$ cat src/rtl/mc_edge_logger.sv
// mc_edge_logger
//   Watches the physical output word and logs every masked change as a
//   {timestamp, snapshot} entry into a show-ahead FIFO for host readback.
//
//   Optional feature macro: MC_LOG_DROPCNT_EN
//     defined   -> io_drop_cnt is a saturating 16-bit dropped-event counter
//     undefined -> io_drop_cnt is tied to zero (io_overflow unaffected)
//
// Ports
//   io_clk       system clock
//   io_rst       asynchronous reset, active-high
//   io_en        logging enable (arm)
//   io_clear     synchronous clear of FIFO, timestamp, overflow, drop count
//   io_sig       monitored outputs
//   io_mask      1 = channel participates in change detection
//   io_rd_en     pop the head entry
//   io_rd_valid  head entry valid
//   io_rd_data   head entry {timestamp, snapshot}, zero when empty
//   io_count     entries held
//   io_empty     FIFO empty
//   io_full      FIFO full
//   io_overflow  sticky: at least one event dropped
//   io_drop_cnt  dropped-event counter
module mc_edge_logger #(
  parameter int WIDTH      = 32,
  parameter int TS_W       = 24,
  parameter int DEPTH_LOG2 = 4
) (
  input  logic                     io_clk,
  input  logic                     io_rst,
  input  logic                     io_en,
  input  logic                     io_clear,
  input  logic [WIDTH-1:0]         io_sig,
  input  logic [WIDTH-1:0]         io_mask,
  input  logic                     io_rd_en,
  output logic                     io_rd_valid,
  output logic [TS_W+WIDTH-1:0]    io_rd_data,
  output logic [DEPTH_LOG2:0]      io_count,
  output logic                     io_empty,
  output logic                     io_full,
  output logic                     io_overflow,
  output logic [15:0]              io_drop_cnt
);

  localparam int DEPTH = 1 << DEPTH_LOG2;
  localparam int EW    = TS_W + WIDTH;

  logic [WIDTH-1:0]      sig_q;
  logic                  en_q;
  logic [TS_W-1:0]       ts_q, ts_d, ts_cur;
  logic [DEPTH_LOG2-1:0] wr_ptr_q, wr_ptr_d, rd_ptr_q, rd_ptr_d;
  logic [DEPTH_LOG2:0]   count_q, count_d;
  logic                  ovf_q, ovf_d;
  logic [EW-1:0]         mem_q [DEPTH];

  logic [WIDTH-1:0]      change;
  logic                  push_req, push_ok, pop_ok, drop, empty, full;

  always_comb begin
    change   = (io_sig ^ sig_q) & io_mask;
    // The first enabled cycle always stamps zero, regardless of held ts_q.
    ts_cur   = (io_en & ~en_q) ? '0 : ts_q;
    push_req = io_en & (|change);
    empty    = (count_q == '0);
    // count never exceeds DEPTH, so its MSB alone marks full.
    full     = count_q[DEPTH_LOG2];
    pop_ok   = io_rd_en & ~empty & ~io_clear;
    // A pop in the same cycle frees the slot a full FIFO needs.
    push_ok  = push_req & (~full | (io_rd_en & ~empty)) & ~io_clear;
    drop     = push_req & full & ~io_rd_en & ~io_clear;

    ts_d     = ts_q;
    wr_ptr_d = wr_ptr_q;
    rd_ptr_d = rd_ptr_q;
    count_d  = count_q;
    ovf_d    = ovf_q;

    if (io_clear) begin
      ts_d     = '0;
      wr_ptr_d = '0;
      rd_ptr_d = '0;
      count_d  = '0;
      ovf_d    = 1'b0;
    end else begin
      if (io_en) ts_d = ts_cur + 1'b1;
      if (push_ok) wr_ptr_d = wr_ptr_q + 1'b1;
      if (pop_ok)  rd_ptr_d = rd_ptr_q + 1'b1;
      case ({push_ok, pop_ok})
        2'b10:   count_d = count_q + 1'b1;
        2'b01:   count_d = count_q - 1'b1;
        default: count_d = count_q;
      endcase
      if (drop) ovf_d = 1'b1;
    end
  end

  always_ff @(posedge io_clk or posedge io_rst) begin
    if (io_rst) begin
      sig_q    <= '0;
      en_q     <= 1'b0;
      ts_q     <= '0;
      wr_ptr_q <= '0;
      rd_ptr_q <= '0;
      count_q  <= '0;
      ovf_q    <= 1'b0;
    end else begin
      // Baseline tracks io_sig even while disarmed or clearing.
      sig_q    <= io_sig;
      en_q     <= io_en;
      ts_q     <= ts_d;
      wr_ptr_q <= wr_ptr_d;
      rd_ptr_q <= rd_ptr_d;
      count_q  <= count_d;
      ovf_q    <= ovf_d;
    end
  end

  // Entry storage carries data only; validity is tracked by count_q.
  always_ff @(posedge io_clk) begin
    if (push_ok) mem_q[wr_ptr_q] <= {ts_cur, io_sig};
  end

`ifdef MC_LOG_DROPCNT_EN
  logic [15:0] drop_cnt_q;

  always_ff @(posedge io_clk or posedge io_rst) begin
    if (io_rst) begin
      drop_cnt_q <= '0;
    end else if (io_clear) begin
      drop_cnt_q <= '0;
    end else if (drop && (drop_cnt_q != 16'hFFFF)) begin
      drop_cnt_q <= drop_cnt_q + 16'd1;
    end
  end

  assign io_drop_cnt = drop_cnt_q;
`else
  assign io_drop_cnt = 16'h0;
`endif

  assign io_rd_valid = ~empty;
  assign io_rd_data  = empty ? '0 : mem_q[rd_ptr_q];
  assign io_count    = count_q;
  assign io_empty    = empty;
  assign io_full     = full;
  assign io_overflow = ovf_q;

endmodule
$ cat config.mk
export PLATFORM = sky130hd
export DESIGN_NAME = mc_edge_logger
export DESIGN_NICKNAME = d
export VERILOG_FILES = /design/src/rtl/mc_edge_logger.sv
export SDC_FILE = /design/constraint.sdc
export NUM_CORES = 1
export LEC_CHECK = 0
export ABC_AREA = 1
export BUFFER_PORTS_ARGS = -buffer_cell sky130_fd_sc_hd__buf_4
export CORE_ASPECT_RATIO = 0.7
export CORE_MARGIN = 2
export CORE_UTILIZATION = 58
export CTS_BUF_LIST = sky130_fd_sc_hd__clkbuf_4 sky130_fd_sc_hd__clkbuf_8
export DETAILED_ROUTE_END_ITERATION = 7
export PLACE_DENSITY = 0.88
export SYNTH_ARGS = -nofsm -noshare
export SYNTH_HDL_FRONTEND = slang
export SYNTH_SLANG_ARGS = --single-unit
$ cat constraint.sdc
create_clock -name io_clk -period 5.19 [get_ports io_clk]
set_input_delay 1.2975 -clock io_clk [delete_from_list [all_inputs] [get_ports io_clk]]
set_output_delay 1.2975 -clock io_clk [all_outputs]
set_load 0.05 [all_outputs]
# Word-level counts from Yosys, hierarchy flattened
# Memories as Yosys holds them, arrays and structs flattened.
# Cells that the tools add are included.
# W data, S select, Z words.
# totals
mem_count	1
input_bits	69
register_bits	71
out_inout_bits	81
ramBits	896
word_cells	53
# memory_table
memory	words	width	rd	rd_clocked_by_memory_dff	wr	line_no	rtl
mem_q	16	56	1	0	1	54	logic [EW-1:0] mem_q [DEPTH];
# op_classes
n_bitwise	17
muxes	14
n_reduce_logical	7
addsub	5
eq_ne	2
# ops
cell	count
$mux W24	3
$mux W56	1
$and A32 B32 Y32	1
$reduce_or A32 Y1	1
$xor A32 B32 Y32	1
$add A24 B1 Y24 const B	1
$mux W4	4
$pmux W5 S2	1
$and A1 B1 Y1	9
$add A4 B1 Y4 const B	2
$reduce_bool A2 Y1	4
$add A5 B1 Y5 const B	1
$logic_not A5 Y1	1
$mux W5	1
$not A1 Y1	5
$sub A5 B1 Y5 const B	1
$mux W1	4
$reduce_bool A3 Y1	1
$eq A2 B1 Y1 const B	1
$eq A2 B2 Y1 const B	1
$or A1 B1 Y1	1

# Longest topological paths before layout
# Gate-level depths: netlist of run 1.
# logic_depth
depth_word	9
ltp_mapped	19
depth_no_buf	19

# Worst setup path before layout of run 1
# No wires, ideal clock.
# synth_timing
kind	in2reg
start	in io_sig[21]
end	mem mem_q[10][0] (netlist name), enable pin
required_ps	4651
path_slack_ps	-1458
setup_ps	539
arrival_time_ps	6110
cell_stages	12
path_buffers	1
path_cell_list	nand2_1 nand2_1 o21ai_0 nor2_1 nand2_1 nor2_1 nand2_1 nand3_1 nor2_2 inv_1 buf_2 nor3_1
# synth_between
elab_chain_len	8
# synth_rtl
item	line_no	rtl
start: declaration	33	input logic [WIDTH-1:0] io_sig,
$xor A32 B32 Y32	60	change = (io_sig ^ sig_q) & io_mask;
$and A32 B32 Y32	60	
$reduce_or A32 Y1	63	push_req = io_en & (|change);
$and A1 B1 Y1	63	
$and A1 B1 Y1 (2 in a row)	69	push_ok = push_req & (~full | (io_rd_en & ~empty)) & ~io_clear;
$mux W1	120	if (push_ok) mem_q[wr_ptr_q] <= {ts_cur, io_sig};
$mux W1 (not written as such)	120	
end: declaration	54	
# No other way between the ends.

# Worst setup path in the final report of run 1
# layout_timing
start	reg rd_ptr_q[2]
end	out io_rd_data[17]
# layout_between
elab_chain_len	2
# layout_rtl
item	line_no	rtl
start: declaration	51	logic [DEPTH_LOG2-1:0] wr_ptr_q, wr_ptr_d, rd_ptr_q, rd_ptr_d;
start signal: assignment	112	rd_ptr_q <= rd_ptr_d;
$mem_v2 Z16 W56	-	
$mux W56	142	assign io_rd_data = empty ? '0 : mem_q[rd_ptr_q];
end: declaration	37	output logic [TS_W+WIDTH-1:0] io_rd_data,
# No other way between the ends.

==> qor.csv, run 1 <==
metric,value,unit
drc,0,
slowest_stage,dfrtp_4,
drive_above_1_share,0.150,
synth.area.top_cells,"edfxtp_1 (69%), o21ai_0 (6.1%), nor2_1 (4.7%), dfrtp_1 (4.6%), o221ai_1 (3.5%)",
cts_setup_buffers,0,
worst_path_most_repeated_cell,buf_4,
die_w,313,µm
yosysWarnings,0,
portBuffers,133,
cp-start-kind,flip-flop,
netlist_instances,2960,
yosysTopAreaCell,edfxtp_1,
grt_pass1_vias,25700,
synthFlopType,edfxtp_1,
worstMarginPinSlew,1060,ps
avgSynthCellArea,13.1,µm²
cts_made_buffers,132,
seq_area_frac_synth,0.738,
rsz0062_at_grt,false,
status,"finished, final reports clean",
syn2layout_area_growth,11.8,%
fillers,4214,
wl_per_cell,24.9,µm
vias_per_cell,6.51,
grtUsageTotal,0.289,
fp.dieH,221,µm
swShare,0.372,
wl,101000,µm
first_pass_iters,6,
finalSetupViolCount,0,
core_area,0.0663,mm²
critPathMaxStageDelay,900,ps
clockBufferDepth,3,
critPathBufInv,3,
max_cap_violations,0,
p_sw,0.00783,W
grt_pass1_wl,151000,µm
ios,150,
finalHoldViolCount,0,
p_per_area,485,mW/mm²
clockRootBuffer,clkbuf_8,
place_area,0.0409,mm²
crit_arrival,3720,ps
skew,45.7,ps
ff2ff_setup_slack,1900,ps
design_area,0.0434,mm²
cts_hold_buffers,0,
synth_area,0.0388,mm²
critPathKind,flip-flop to output port,
ir_drop,0.528,mV
clk_latency,770,ps
vias,26600,
clock_power_share,0.274,
critPathTopFamily,buffers and inverters,
hold_class,flip-flop to flip-flop,
r2r-end,mem_q[13][34],
cts-resized-gates,0,
rows,79,
min_to,ts_q[0],
synth_edf_count,896,
p_comb_frac,0.310,
grt_overflow,0,
worst_hold_path.num_cells,2,
final_nets,3170,
hold_start,ts_q[0],
crit_chain,"clkinv_2, buf_4, o221ai_1, nand3_1, a21oi_1, buf_4",
cp_max_fo,51,
finalCritPeriodShare,0.967,
multi_input_area,0.00889,mm²
antenna_found_initial,1,
ys_ff_latch,967,
p_int,0.0132,W
final-seq-area,0.0287,mm²
hold_ws,522,ps
netlist.area_leader.share,0.693,
dieArea,0.0691,mm²
relSlewSlack,0.288,
dp_hpwl,53800,µm
cts_sinks,967,
crit-reg2reg-launch,sig_q[31],
cts_tree,built,
grt_max_degree,173,
slew_violations,0,
reg2reg_depth,12,
synth_cell_type_count,45,
async_flop_share,0.0734,
crit_path_end_kind,output port,
place.gp.congestion,0.862,
clk_pin_slew,60,ps
required,3890,ps
insertedDiodeCount,0,
drtIter0Drc,4747,
start_util,0.586,
period_minus_slack,5020,ps
power.leakage,14.6,nW
antenna_left,0,
cts_htree_levels,4,
seq_power_share,0.416,
fmax,199,MHz
synthesized netlist by cell type, types with 4 or more instances:
library cell / n
buf_2: 45
xor2_1: 11
nand3_1: 98
nor2_4: 10
nand4_1: 5
clkbuf_1: 147
nor3_1: 15
o21ai_1: 4
o211ai_1: 67
nor3_4: 5
ha_1: 9
o221ai_1: 157
inv_1: 115
nor2_1: 486
o22ai_1: 79
nor2_2: 12
dfrtp_1: 71
buf_4: 19
edfxtp_1: 896
nand2_1: 137
nand2_2: 4
o21ai_0: 471
a21oi_1: 64
worst max path at each step:
| stage | startpoint | end | slack [ps] | cells past startpoint |
|---|---|---|---|---|
| detailed placement | io_sig[30] | mem_q[13][35] | 850 | 14 |
| global route | rd_ptr_q[0] | io_rd_data[17] | 70 | 7 |
| CTS | rd_ptr_q[0] | io_rd_data[49] | 280 | 7 |
| floorplan | io_sig[21] | mem_q[10][0] | -1460 | 12 |
| global placement | io_sig[31] | mem_q[13][35] | 990 | 14 |
| finish | rd_ptr_q[2] | io_rd_data[17] | 170 | 6 |
state kept, by name, indices dropped and copies added (netlist names):
register,cells
sig_q,32
ts_q,24
mem_q,896
io_overflow,1
io_count,5
wr_ptr_q,4
rd_ptr_q,4
en_q,1
layout by cell type, fill, tap and decap left out, types with 16 or more instances in the layout:
cell type,synthesis,layout
nand2_1,137,137
a21oi_1,64,64
conb_1,1,16
o221ai_1,157,157
buf_4,19,179
o21ai_0,471,471
inv_1,115,112
clkbuf_4,0,45
nand3_1,98,98
clkinv_1,2,24
o211ai_1,67,67
clkbuf_8,0,147
edfxtp_1,896,896
nor2_1,486,482
buf_12,1,17
o22ai_1,79,79
dfrtp_1,71,67
cell families (layout without fill, tap and decap cells):
kind of cell / Yosys count / in the layout / synth area share
compound gates: 845 / 845 / 0.131
xor+xnor: 14 / 14 / 0.00316
fa+ha+maj: 10 / 10 / 0.00341
buf+inv: 335 / 551 / 0.0365
flops: 967 / 967 / 0.738
other cells: 1 / 16 / 0.0000965
simple gates: 788 / 788 / 0.0871
worst reg2reg max path: stages, from the launching register on:
cell,delay (ps)
dfrtp_1,390
nand2_1,70
nand3_1,260
nand2_1,140
nor2_1,60
nand2_1,70
nor2_1,60
nand2_1,200
nand3_1,280
nor2_2,210
inv_1,290
nor3_2,310
buf_4,560
cell type report:
| cell class | count | share of cell area |
|---|---|---|
| clock buffers | 192 | 0.0544 |
| clock inverters | 42 | 0.00490 |
| inverters | 121 | 0.0110 |
| multi-input cells | 1673 | 0.205 |
| flip-flops and latches | 967 | 0.661 |
| well taps | 891 | 0.0257 |
| repair buffers | 196 | 0.0388 |
power groups by stage:
stage	clock (W)	sequential, W	combinational [W]
final	0.00576	0.00876	0.00653
after global routing	0.00606	0.00876	0.00690
after CTS	0.00576	0.00875	0.00643
after detailed placement	0	0.00892	0.00636
after global placement	0	0.00891	0.00618
after floorplan	0	0.00888	0.00434
layer usage:
metal,GRT usage,share of wire
met4,0.117,0.040
met1,0.390,0.36
met3,0.0693,0.13
met5,0,0
met2,0.460,0.47
stage by stage:
step | utilization | total power, W | TNS [ps] | worst slack, ps | cells
2_1_floorplan | - | 0.0132 | -961700 | -1460 | 2975
3_3_place_gp | 0.616 | 0.0151 | 0 | 989 | 3848
3_5_place_dp | 0.616 | 0.0153 | 0 | 848 | 3848
4_1_cts | 0.655 | 0.0209 | 0 | 284 | 4082
5_1_grt | 0.655 | 0.0217 | 0 | 71.9 | 4082
6_report | 0.655 | 0.0210 | 0 | 174 | 4082
No activity file was read; power rests on OpenSTA's default activity.
==> inputs of run 2 (changes only) <==
--- a/config.mk
+++ b/config.mk
@@ -9,10 +9,10 @@
 export BUFFER_PORTS_ARGS = -buffer_cell sky130_fd_sc_hd__buf_4
 export CORE_ASPECT_RATIO = 0.7
 export CORE_MARGIN = 2
-export CORE_UTILIZATION = 58
+export CORE_UTILIZATION = 55
 export CTS_BUF_LIST = sky130_fd_sc_hd__clkbuf_4 sky130_fd_sc_hd__clkbuf_8
 export DETAILED_ROUTE_END_ITERATION = 7
-export PLACE_DENSITY = 0.88
+export PLACE_DENSITY = 0.85
 export SYNTH_ARGS = -nofsm -noshare
 export SYNTH_HDL_FRONTEND = slang
 export SYNTH_SLANG_ARGS = --single-unit
==> run 2 against run 1 <==
  * Sequential power is essentially flat
  * Worst hold slack lost 0.89 ps
  * Non-clock buffer count grew 2
  * Via count shrank 0.30%
  * Largest power group unchanged
  * Worst setup slack gained 78 ps
==> qor.csv, run 2 (synthesis gave the netlist of run 1 again) <==
metric,value,unit,change
finalCritPeriodShare,0.951,,-0.0151
final_nets,3177,,+0.22%
grt_overflow,0,,unchanged
wl_met3,14500,µm,+5.7%
grt_max_degree,197,,+14%
reg.largest.list,"mem_q (896), sig_q (32), ts_q (24)",,
worstMarginPinSlew,1100,ps,+37.3 ps
final_common_cell,edfxtp_1,,
dieArea,0.0728,mm²,+5.4%
place.gp.congestion,0.841,,-2.4%
critPathKind,flip-flop to output port,,
die_w,322,µm,+2.7%
cts_tree,built,,
cts_sinks,967,,unchanged
relSlewSlack,0.263,,-0.0249
grtUsageTotal,0.280,,-0.00895
utilization,0.627,,-0.0278
crit_chain,"inv_6, buf_4, o21ai_0, o221ai_1, o211ai_1, a21oi_1, buf_4",,
hold_start,ts_q[19],,
max_cap_violations,0,,unchanged
required,3890,ps,about the same
crit_arrival,3640,ps,-80 ps
power.leakage,14.8,nW,+1.3%
grt_pass1_vias,25800,,+0.49%
rsz0062_at_grt,false,,
antenna_found_initial,2,,+1
clockBufferDepth,3,,unchanged
drt-met1-wl,37500,µm,+3.2%
crit_path_end_kind,output port,,
cp-start-kind,flip-flop,,
cts_hold_buffers,0,,unchanged
p_int,0.0136,W,+3.0%
fin_ws,252,ps,+78.3 ps
seq_power_share,0.409,,-0.007
syn2layout_area_growth,12.7,%,
insertedDiodeCount,0,,unchanged
fmax,203,MHz,+1.6%
grt_pass1_wl,153000,µm,+1.6%
vias,26500,,-0.30%
drive_above_1_share,0.159,,+0.00872
ir_drop,0.680,mV,+29%
ios,150,,unchanged
fin_tns_setup,0,ps,unchanged
finalHoldViolCount,0,,unchanged
cts_setup_buffers,0,,unchanged
first_pass_iters,6,,unchanged
swShare,0.365,,-0.00758
rows,81,,+2.5%
worst_hold_path.num_cells,2,,unchanged
clockRootBuffer,clkbuf_8,,
cp_max_fo,51,,unchanged
largest_reg_flops,896,,unchanged
r2r-end,mem_q[15][54],,
fp.dieH,226,µm,+2.6%
largest-register,mem_q,,
clk_pin_slew,60,ps,about the same
start_util,0.556,,-0.0294
clk_latency,750,ps,-20 ps
dp_hpwl,54100,µm,+0.64%
wl_met2,47600,µm,+0.46%
drc,0,,unchanged
fillers,4748,,+13%
hold_class,flip-flop to flip-flop,,
clock_power_share,0.289,,+0.015
p_comb_frac,0.303,,-0.007
reg2reg_depth,12,,unchanged
dp_worst_setup_slack,935,ps,+87.1 ps
cts_htree_levels,4,,unchanged
skew,41.6,ps,-4.10 ps
highest_layer,met5,,
p_sw,0.00781,W,-0.31%
finalSetupViolCount,0,,unchanged
worst_path_most_repeated_cell,buf_4,,
p_per_area,489,mW/mm²,+0.95%
slew_violations,0,,unchanged
portBuffers,133,,unchanged
antenna_left,0,,unchanged
wl_per_cell,25.0,µm,+0.47%
ff2ff_setup_slack,1960,ps,+60 ps
slowest_stage,dfrtp_4,,
final_cell_mix,"edfxtp_1 (896), nor2_1 (482), o21ai_0 (471)",,
min_to,ts_q[19],,
critPathMaxStageDelay,740,ps,-160 ps
cts-resized-gates,0,,unchanged
period_minus_slack,4940,ps,-78.3 ps
core_area,0.0698,mm²,+5.3%
status,"finished, final reports clean",,
wl,103000,µm,+1.5%
drtIter0Drc,4890,,+3.0%
vias_per_cell,6.42,,-1.3%
cts_made_buffers,137,,+3.8%
crit-reg2reg-launch,sig_q[4],,
==> run 2: power groups by stage <==
| stage | clock, W | sequential, W | combinational (W) |
|---|---|---|---|
| after detailed placement | 0 | 0.00891 | 0.00635 |
| after CTS | 0.00621 | 0.00875 | 0.00640 |
| after floorplan | 0 | 0.00888 | 0.00434 |
| final | 0.00619 | 0.00875 | 0.00648 |
| after global routing | 0.00656 | 0.00876 | 0.00684 |
| after global placement | 0 | 0.00890 | 0.00619 |
==> run 2: worst max path at each step <==
stage | startpoint | endpoint | slack (ps)
after CTS | rd_ptr_q[1] | io_rd_data[52] | 290
final | rd_ptr_q[1] | io_rd_data[52] | 250
after floorplan | io_sig[21] | mem_q[10][0] | -1460
after detailed placement | io_sig[4] | mem_q[15][42] | 930
after global routing | rd_ptr_q[0] | io_rd_data[41] | 140
after global placement | io_sig[4] | mem_q[15][39] | 1030
==> run 2: worst max-delay path: cells and delay by family, from the launching register on <==
| kind | cells | cell delay, ps |
|---|---|---|
| AO/OA/AOI/OAI | 4 | 1000 |
| flip-flops | 1 | 740 |
| buffers and inverters | 3 | 1100 |
==> run 2: layout make-up <==
class,count,area [µm²],area share
well taps,913,1140,0.0261
repair buffers,198,1720,0.0394
clock buffers,224,2660,0.0607
clock inverters,28,198,0.00452
flip-flops and latches,967,28700,0.655
inverters,121,478,0.0109
multi-input cells,1673,8890,0.203
==> run 2: routing by layer <==
metal,global-route usage,vias up
met4,0.102,4
met3,0.0656,271
met2,0.433,2201
li1,-,11300
met1,0.393,12700
met5,0,-
==> run 2: per-stage QoR <==
stage	power (W)	std cells	hold WS, ps	area, µm²
after floorplan	0.0132	2975	453	38900
after global placement	0.0151	3872	472	40900
after detailed placement	0.0153	3872	496	40900
after CTS	0.0214	4124	513	43800
after global routing	0.0222	4124	546	43800
final	0.0214	4124	521	43800
